--- src/rtl/shift_cmd_player.sv ---
// Command sequencer driving a 2-bit select / DW-bit data shift register: replays stored
// vectors, one per step, and captures the shifter output. Optional golden model: RESULT_CHECK_EN.
module shift_cmd_player #(
   parameter int DW          = 8,
   parameter int NUM_VECS    = 8,
   parameter int HOLD_CYCLES = 2,
   localparam int AW         = $clog2(NUM_VECS)
) (
   input  logic          clk,
   input  logic          reset,
   input  logic          wr_en,
   input  logic [AW-1:0] wr_addr,
   input  logic [DW+1:0] wr_data,
   input  logic [AW:0]   num_vecs,
   input  logic          start,
   output logic [1:0]    sel_o,
   output logic [DW-1:0] data_o,
   input  logic [DW-1:0] shr_q,
   input  logic [AW-1:0] rd_addr,
   output logic [DW-1:0] rd_data,
   output logic          busy,
   output logic          done,
   output logic [7:0]    mismatch_cnt,
   output logic [AW:0]   first_fail
);

   localparam int          HW        = $clog2(HOLD_CYCLES);
   localparam logic [HW-1:0] HOLD_LAST = HW'(HOLD_CYCLES - 1);
   localparam logic [AW:0]   MAX_N     = (AW + 1)'(NUM_VECS);

   typedef enum logic [1:0] {IDLE, PLAY, DONE} state_t;

   state_t        state, state_nx;
   logic [AW-1:0] idx, idx_nx;
   logic [HW-1:0] hold_cnt, hold_nx;
   logic [AW:0]   n_play, n_play_nx;
   logic          capture;
   logic          run_clr;

   logic [DW+1:0] vec  [NUM_VECS];
   logic [DW-1:0] resp [NUM_VECS];

   always_ff @(posedge clk) begin
      // NOTE: sequential state uses non-blocking assignments so every register
      // samples the pre-edge values; blocking here would create ordering races.
      if (reset) begin
         state    <= IDLE;
         idx      <= '0;
         hold_cnt <= '0;
         n_play   <= '0;
      end else begin
         state    <= state_nx;
         idx      <= idx_nx;
         hold_cnt <= hold_nx;
         n_play   <= n_play_nx;
      end
   end

   always_comb begin
      // NOTE: every output of this block gets a default first, so no path
      // through the case statement can leave a value unassigned (no latches).
      state_nx  = state;
      idx_nx    = idx;
      hold_nx   = hold_cnt;
      n_play_nx = n_play;
      capture   = 1'b0;
      run_clr   = 1'b0;
      sel_o     = 2'b00;
      data_o    = '0;
      busy      = 1'b0;
      done      = 1'b0;
      case (state)
         IDLE, DONE: begin
            done = (state == DONE);
            if (start) begin
               run_clr   = 1'b1;
               n_play_nx = (num_vecs > MAX_N) ? MAX_N : num_vecs;
               idx_nx    = '0;
               hold_nx   = '0;
               state_nx  = (num_vecs == '0) ? DONE : PLAY;
            end
         end
         PLAY: begin
            busy   = 1'b1;
            data_o = vec[idx][DW-1:0];
            // Only the command cycle carries a non-hold select to the shifter.
            if (hold_cnt == '0) sel_o = vec[idx][DW+1:DW];
            if (hold_cnt == HOLD_LAST) begin
               capture = 1'b1;
               hold_nx = '0;
               if ((AW + 1)'(idx) == n_play - (AW + 1)'(1)) state_nx = DONE;
               else                                        idx_nx   = idx + AW'(1);
            end else begin
               hold_nx = hold_cnt + HW'(1);
            end
         end
         default: state_nx = IDLE;
      endcase
   end

   // NOTE: the vector and response arrays are deliberately left out of reset so
   // they map onto plain storage and survive an aborted run.
   always_ff @(posedge clk) begin
      if (wr_en && state != PLAY) vec[wr_addr] <= wr_data;
      if (capture)                resp[idx]    <= shr_q;
   end

   assign rd_data = resp[rd_addr];

`ifdef RESULT_CHECK_EN
   logic [DW-1:0] model;

   always_ff @(posedge clk) begin
      if (reset) begin
         model        <= '0;
         mismatch_cnt <= '0;
         first_fail   <= '1;
      end else if (run_clr) begin
         model        <= '0;
         mismatch_cnt <= '0;
         first_fail   <= '1;
      end else begin
         case (sel_o)
            2'b01:   model <= {model[DW-2:0], 1'b0};
            2'b10:   model <= {1'b0, model[DW-1:1]};
            2'b11:   model <= data_o;
            default: model <= model;
         endcase
         if (capture && shr_q != model) begin
            if (mismatch_cnt != 8'hFF) mismatch_cnt <= mismatch_cnt + 8'd1;
            if (first_fail == '1)      first_fail   <= {1'b0, idx};
         end
      end
   end
`else
   assign mismatch_cnt = '0;
   assign first_fail   = '1;
`endif

endmodule

--- config.mk ---
export PLATFORM = sky130hd
export DESIGN_NAME = shift_cmd_player
export DESIGN_NICKNAME = d
export VERILOG_FILES = /design/src/rtl/shift_cmd_player.sv
export SDC_FILE = /design/constraint.sdc
export NUM_CORES = 1
export LEC_CHECK = 0
export ABC_AREA = 1
export BUFFER_PORTS_ARGS = -buffer_cell sky130_fd_sc_hd__buf_2
export CAP_MARGIN = 20
export CORE_MARGIN = 2
export CORE_UTILIZATION = 53
export DETAILED_ROUTE_END_ITERATION = 16
export GPL_TIMING_DRIVEN = 0
export PLACE_DENSITY = 0.76
export SLEW_MARGIN = 5
export SYNTH_ARGS = -nofsm -noshare
export SYNTH_HDL_FRONTEND = slang
export SYNTH_SLANG_ARGS = --single-unit
--- constraint.sdc ---
create_clock -name clk -period 1.8 [get_ports clk]
set_clock_uncertainty 0.05 [all_clocks]
set_input_delay 0.36 -clock clk [delete_from_list [all_inputs] [get_ports clk]]
set_output_delay 0.36 -clock clk [all_outputs]
set_load 0.1 [all_outputs]
# After elaboration in Yosys (flattened, before gate mapping)
# Memories as Yosys holds them, arrays and structs flattened. A register that Yosys moved wholly into a read port is not among the register bits.
# Cells that the tools add are included.
[op_classes]
div = 0
bitwise = 0
n_eq_ne = 8
order_cmp = 1
shifts = 0
n_reduce_logical = 9
mul = 0
n_addsub = 3
muxes = 26
[op_table]
columns = ["cell", "count"]
rows = [
  ["two-way mux 3 bit", 5],
  ["two-way mux 2 bit", 6],
  ["two-way mux 1 bit", 10],
  ["two-way mux 8 bit", 1],
  ["inequality test 2 bit (second input constant)", 4],
  ["case mux 3 bit (2 select lines)", 1],
  ["== test 3 x 4 -> 1 bit", 1],
  ["greater-than comparator 4 bit (second input constant)", 1],
  ["zero test 4 bit", 1],
  ["two-way mux 4 bit", 1],
  ["case mux 2 bit (2 select lines)", 1],
  ["AND reduction 2 bit", 2],
  ["AND reduction 4 bit", 1],
  ["subtractor 4 x 1 -> 4 bit (second input constant)", 1],
  ["adder 3 x 1 -> 3 bit (second input constant)", 1],
  ["AND reduction 3 bit", 1],
  ["== test 2 x 1 -> 1 bit (second input constant)", 1],
  ["== test 2 bit (second input constant)", 1],
  ["zero test 2 bit", 1],
  ["inequality test 2 x 1 -> 1 bit (second input constant)", 1],
  ["case mux 1 bit (2 select lines)", 1],
  ["nonzero test 2 bit", 1],
  ["OR reduction 2 bit", 1],
  ["adder 1 bit (second input constant)", 1],
  ["logical AND 1 bit", 1],
]
[totals]
latch_bits = 0
rom_bits = 0
n_memories = 2
ramBits = 144
regBits = 10
input_bits = 32
output_inout_bits = 32
[memory_table]
columns = ["memory", "depth", "word_bits", "rd", "rd_ports_with_merged_regs", "wr", "line", "source"]
rows = [
  ["vec", 8, 10, 1, 1, 1, "40", "logic [DW+1:0] vec [NUM_VECS];"],
  ["resp", 8, 8, 1, 0, 1, "41", "logic [DW-1:0] resp [NUM_VECS];"],
]

# Longest topological paths before layout
[depth]
depth_word = 7
depth_mapped = 10

# Worst setup path after synthesis
# Ideal clock, no wire load.
[synth_path]
path_type = "flip-flop to output port"
from = "register state[0]"
to = "output data_o[0]"
arrival_ns = 2.804
path_slack_ns = -1.414
n_path_buf = 1
path_stages_with_launch = 6
required_time_ns = 1.390
cell_sequence = "dfxtp_1 inv_2 nor2_4 buf_2 o21ai_1 a31oi_1"
[synth_between]
elab_chain_len = 2
[synth_rtl]
columns = ["element", "line", "source"]
rows = [
  ["start, declared", "33", "state_t state, state_nx;"],
  ["start signal, assigned", "52", "state <= state_nx;"],
  ["== test 2 x 1 -> 1 bit", "72", "case (state)"],
  ["two-way mux 8 bit", "72", ""],
  ["end, declared", "17", "output logic [DW-1:0] data_o,"],
]
# No other way between the ends.

==> impl_results.html <==
<table>
<tr><th>Metric</th><th>Value</th></tr>
<tr><th colspan="2">Worst setup path</th></tr>
<tr><td>Critical path, cell by cell</td><td>inv_6 -&gt; clkbuf_8 -&gt; o21ai_2 -&gt; o22ai_2 -&gt; o21ai_2 -&gt; a31oi_4 -&gt; buf_12</td></tr>
<tr><td>Slowest stage delay, CP</td><td>0.43 ns</td></tr>
<tr><td>Critical path class</td><td>flop to primary output</td></tr>
<tr><td>Critical Path Start Type</td><td>flop</td></tr>
<tr><td>Crit path max fanout</td><td>6</td></tr>
<tr><td>Critical Path Slowest Stage Cell</td><td>dfxtp_4</td></tr>
<tr><td>Library cell appearing most often on the critical path</td><td>o21ai_2</td></tr>
<tr><td>Endpoint class of the critical path</td><td>primary output</td></tr>
<tr><td>Worst reg2reg path depth</td><td>9</td></tr>
<tr><td>Worst reg2reg path startpoint</td><td>n_play[0]</td></tr>
<tr><td>Data arrival, critical path</td><td>1.82 ns</td></tr>
<tr><td>Internal reg-to-reg setup slack</td><td>0.05 ns</td></tr>
<tr><td>Required arrival time at the worst endpoint</td><td>1.39 ns</td></tr>
<tr><th colspan="2">STA</th></tr>
<tr><td>Worst rel slew slack</td><td>0.6024</td></tr>
<tr><td>Minimum setup slack in the final design</td><td>-0.4338 ns</td></tr>
<tr><td>Maximum frequency from static timing analysis</td><td>447.7 MHz</td></tr>
<tr><td>Final-report max-slew violation count</td><td>0</td></tr>
<tr><td>Period Utilization, post-route</td><td>1.241</td></tr>
<tr><td>Hold Slack</td><td>0.1533 ns</td></tr>
<tr><td>Tightest Pin Transition</td><td>0.5964 ns</td></tr>
<tr><td>Final-report setup violation count</td><td>19</td></tr>
<tr><td>Unrepaired setup endpoints after global routing</td><td>yes</td></tr>
<tr><td>Fin. Hold Viols</td><td>0</td></tr>
<tr><td>Min Tclk post-route</td><td>2.234 ns</td></tr>
<tr><th colspan="2">Global routing</th></tr>
<tr><td>Global-route wire length before repair</td><td>25220 um</td></tr>
<tr><td>Global route overflow</td><td>0</td></tr>
<tr><td>Vias in the first global route</td><td>4849</td></tr>
<tr><td>Overall global routing resource usage</td><td>0.2626</td></tr>
<tr><td>Antenna violations before repair</td><td>0</td></tr>
<tr><td>Pin count of the biggest net entering global routing</td><td>17</td></tr>
<tr><th colspan="2">Detailed routing</th></tr>
<tr><td>Via count normalized by instance count</td><td>5.897</td></tr>
<tr><td>Violation count after the first detailed-route iteration</td><td>454</td></tr>
<tr><td>Routed Antenna Nets</td><td>0</td></tr>
<tr><td>DR vias</td><td>4824</td></tr>
<tr><td>DRC</td><td>0</td></tr>
<tr><td>Detailed-route wire length</td><td>17340 um</td></tr>
<tr><td>WL per Instance</td><td>21.20 um</td></tr>
<tr><td>1st-pass router iterations</td><td>5</td></tr>
<tr><th colspan="2">Placement</th></tr>
<tr><td>Final HPWL DP</td><td>9261 um</td></tr>
<tr><td>Pre-CTS worst setup slack</td><td>-0.5521 ns</td></tr>
<tr><td>Count of input and output buffers</td><td>50</td></tr>
<tr><td>RePlAce Congestion</td><td>0.8151</td></tr>
<tr><th colspan="2">Worst hold path</th></tr>
<tr><td>Count of cells along the worst hold path</td><td>3</td></tr>
<tr><td>Hold wc startpoint</td><td>num_vecs[2]</td></tr>
<tr><td>Worst Hold Class</td><td>primary input to flop</td></tr>
<tr><th colspan="2">Synth</th></tr>
<tr><td>Flops &amp; latches, synth</td><td>157</td></tr>
<tr><td>Sequential-to-total area share from yosys stat</td><td>0.7124</td></tr>
<tr><td>Mapped cell area</td><td>6435 um^2</td></tr>
<tr><td>Number of instances in the synthesized netlist</td><td>555</td></tr>
<tr><td>Mean area per synthesized cell</td><td>11.59 um^2</td></tr>
<tr><td>Number of synthesis warnings</td><td>0</td></tr>
<tr><td>Number of distinct standard cells referenced by the synthesized netlist</td><td>28</td></tr>
<tr><th colspan="2">Clock network</th></tr>
<tr><td>Maximum level of the CTS H-tree</td><td>4</td></tr>
<tr><td>Clock latency on the worst-skew pair</td><td>0.42 ns</td></tr>
<tr><td>Count of clock tree sinks</td><td>157</td></tr>
<tr><td>Clk buf depth</td><td>2</td></tr>
<tr><td>CTS buffer count</td><td>17</td></tr>
<tr><td># hold bufs at CTS</td><td>0</td></tr>
<tr><td>Clock transition at path regs</td><td>0.06 ns</td></tr>
<tr><td>TritonCTS clock tree</td><td>done</td></tr>
<tr><td>Root Buffer Master</td><td>clkbuf_16</td></tr>
<tr><th colspan="2">Floorplanning</th></tr>
<tr><td>Row count</td><td>40</td></tr>
<tr><td>Die H</td><td>114.2 um</td></tr>
<tr><td>Core footprint</td><td>11910 um^2</td></tr>
<tr><td>Die ar.</td><td>13040 um^2</td></tr>
<tr><td>Io pins</td><td>64</td></tr>
<tr><td>Effective utilization at floorplan</td><td>0.5402</td></tr>
<tr><td>Chip Width</td><td>114.2 um</td></tr>
<tr><th colspan="2">Run status</th></tr>
<tr><td>Violations in the final reports</td><td>setup timing</td></tr>
<tr><td>Run status</td><td>finished, violations left</td></tr>
<tr><th colspan="2">Final layout</th></tr>
<tr><td>Post-layout utilization of the core</td><td>0.7542</td></tr>
<tr><td>Fraction of layout instances using a drive strength above 1</td><td>0.3681</td></tr>
<tr><td>Number of antenna cells inserted</td><td>0</td></tr>
<tr><td>Nets</td><td>693</td></tr>
<tr><td>Area growth from synthesis to layout</td><td>39.61%</td></tr>
<tr><th colspan="2">Power and ir drop</th></tr>
<tr><td>Maximum ir drop on the vdd rail</td><td>731.5 uV</td></tr>
<tr><td>Overall power after layout</td><td>0.009571 W</td></tr>
<tr><td>Cell leakage power</td><td>3.203 nW</td></tr>
<tr><td>Pwr/cell area</td><td>1065 nW/um^2</td></tr>
<tr><th colspan="2">Run</th></tr>
<tr><td>Max-Cap Viols</td><td>0</td></tr>
</table>
synthesized netlist by cell type, drive strengths merged:
cell	n	area share
a211oi	1	0.0012
a21oi	4	0.0037
a22oi	3	0.0035
a31oi	10	0.0097
buf	19	0.019
clkbuf	18	0.010
clkinv	1	0.00058
conb	2	0.0012
dfxtp	13	0.040
edfxtp	144	0.67
ha	2	0.0039
inv	25	0.015
nand2	61	0.037
nand3	7	0.0054
nand3b	2	0.0023
nand4	1	0.00097
nor2	147	0.088
o21ai	68	0.053
o22ai	10	0.0097
o32ai	16	0.022
xnor2	1	0.0014
sequential cells by signal, summed over array words and instances (netlist names), named ones only:
name,cells
resp,64
n_play,4
hold_cnt,1
state,2
idx,3
vec,80
final cells by class:
| cell class | instances | area (um^2) |
|---|---|---|
| buffer | 37 | 351.6 |
| fill | 669 | 2928 |
| inverter | 26 | 112.6 |
| sequential | 157 | 4596 |
| clock inverter | 10 | 122.6 |
| clock buffer | 21 | 440.4 |
| timing repair buffer | 75 | 942.2 |
| tap | 147 | 183.9 |
| multi-input combinational | 345 | 2235 |
worst paths after layout:
kind                             endpoint
worst max register to register       flop
worst max-delay path            data_o[0]
worst min register to register  n_play[3]
worst min-delay path            n_play[2]
placed cells by master, fill, tap and decap left out, types with 13 or more instances in the layout:
cell type  instances
buf_12            35
buf_2             31
buf_4             21
clkbuf_16         19
edfxtp_1         144
inv_1             16
nand2_1           47
nand2_2           13
nor2_1           116
nor2_4            19
o21ai_1           34
o21ai_2           13
routing by layer:
layer,wire length [um],global-route usage
met2,8978,0.4278
met3,1467,0.06935
met4,473,0.1236
met5,0,0
met1,6422,0.3302
critical path: cells and delay by family, from the launching register on:
kind / cells / cell delay [ns]
buffers and inverters: 3 / 0.45
DFF: 1 / 0.43
AOI/OAI and AO/OA: 4 / 0.52
logic make-up (layout without fill, tap and decap cells):
family          after synthesis  after routing  share of synthesized area
other cells                   2             12                   0.001167
fa+ha+maj                     2              2                   0.003888
buf+inv                      63            169                    0.04511
simple gates                218            218                     0.1336
flops                       157            157                     0.7124
compound gates              112            112                     0.1025
xor+xnor                      1              1                   0.001361
stage by stage:
stage                     setup TNS (ns)  cell area [um^2]  instances
after floorplan                   -1.200              6840        565
after global placement            -32.83              7274        762
after detailed placement          -40.52              7274        762
after CTS                         -4.356              8608        804
after global routing              -6.371              8984        818
final                             -4.694              8984        818
report_power, final:
group          internal (W)  switching (W)  total, W  leakage [nW]
clock network       0.00215        0.00136   0.00351         0.271
logic              0.000652        0.00129   0.00194          1.52
registers           0.00406      0.0000665   0.00412          1.41
timing repair:
item | CTS | global route
resized for setup | 214 | 33
endpoints found under the setup margin | 164 | 169
buffers inserted | 8 | 14
pin swaps | 33 | 22
hold endpoints to repair | 0 | 0
gates cloned | 3 | 0
Note: power is estimated with default switching activity, not from simulation.
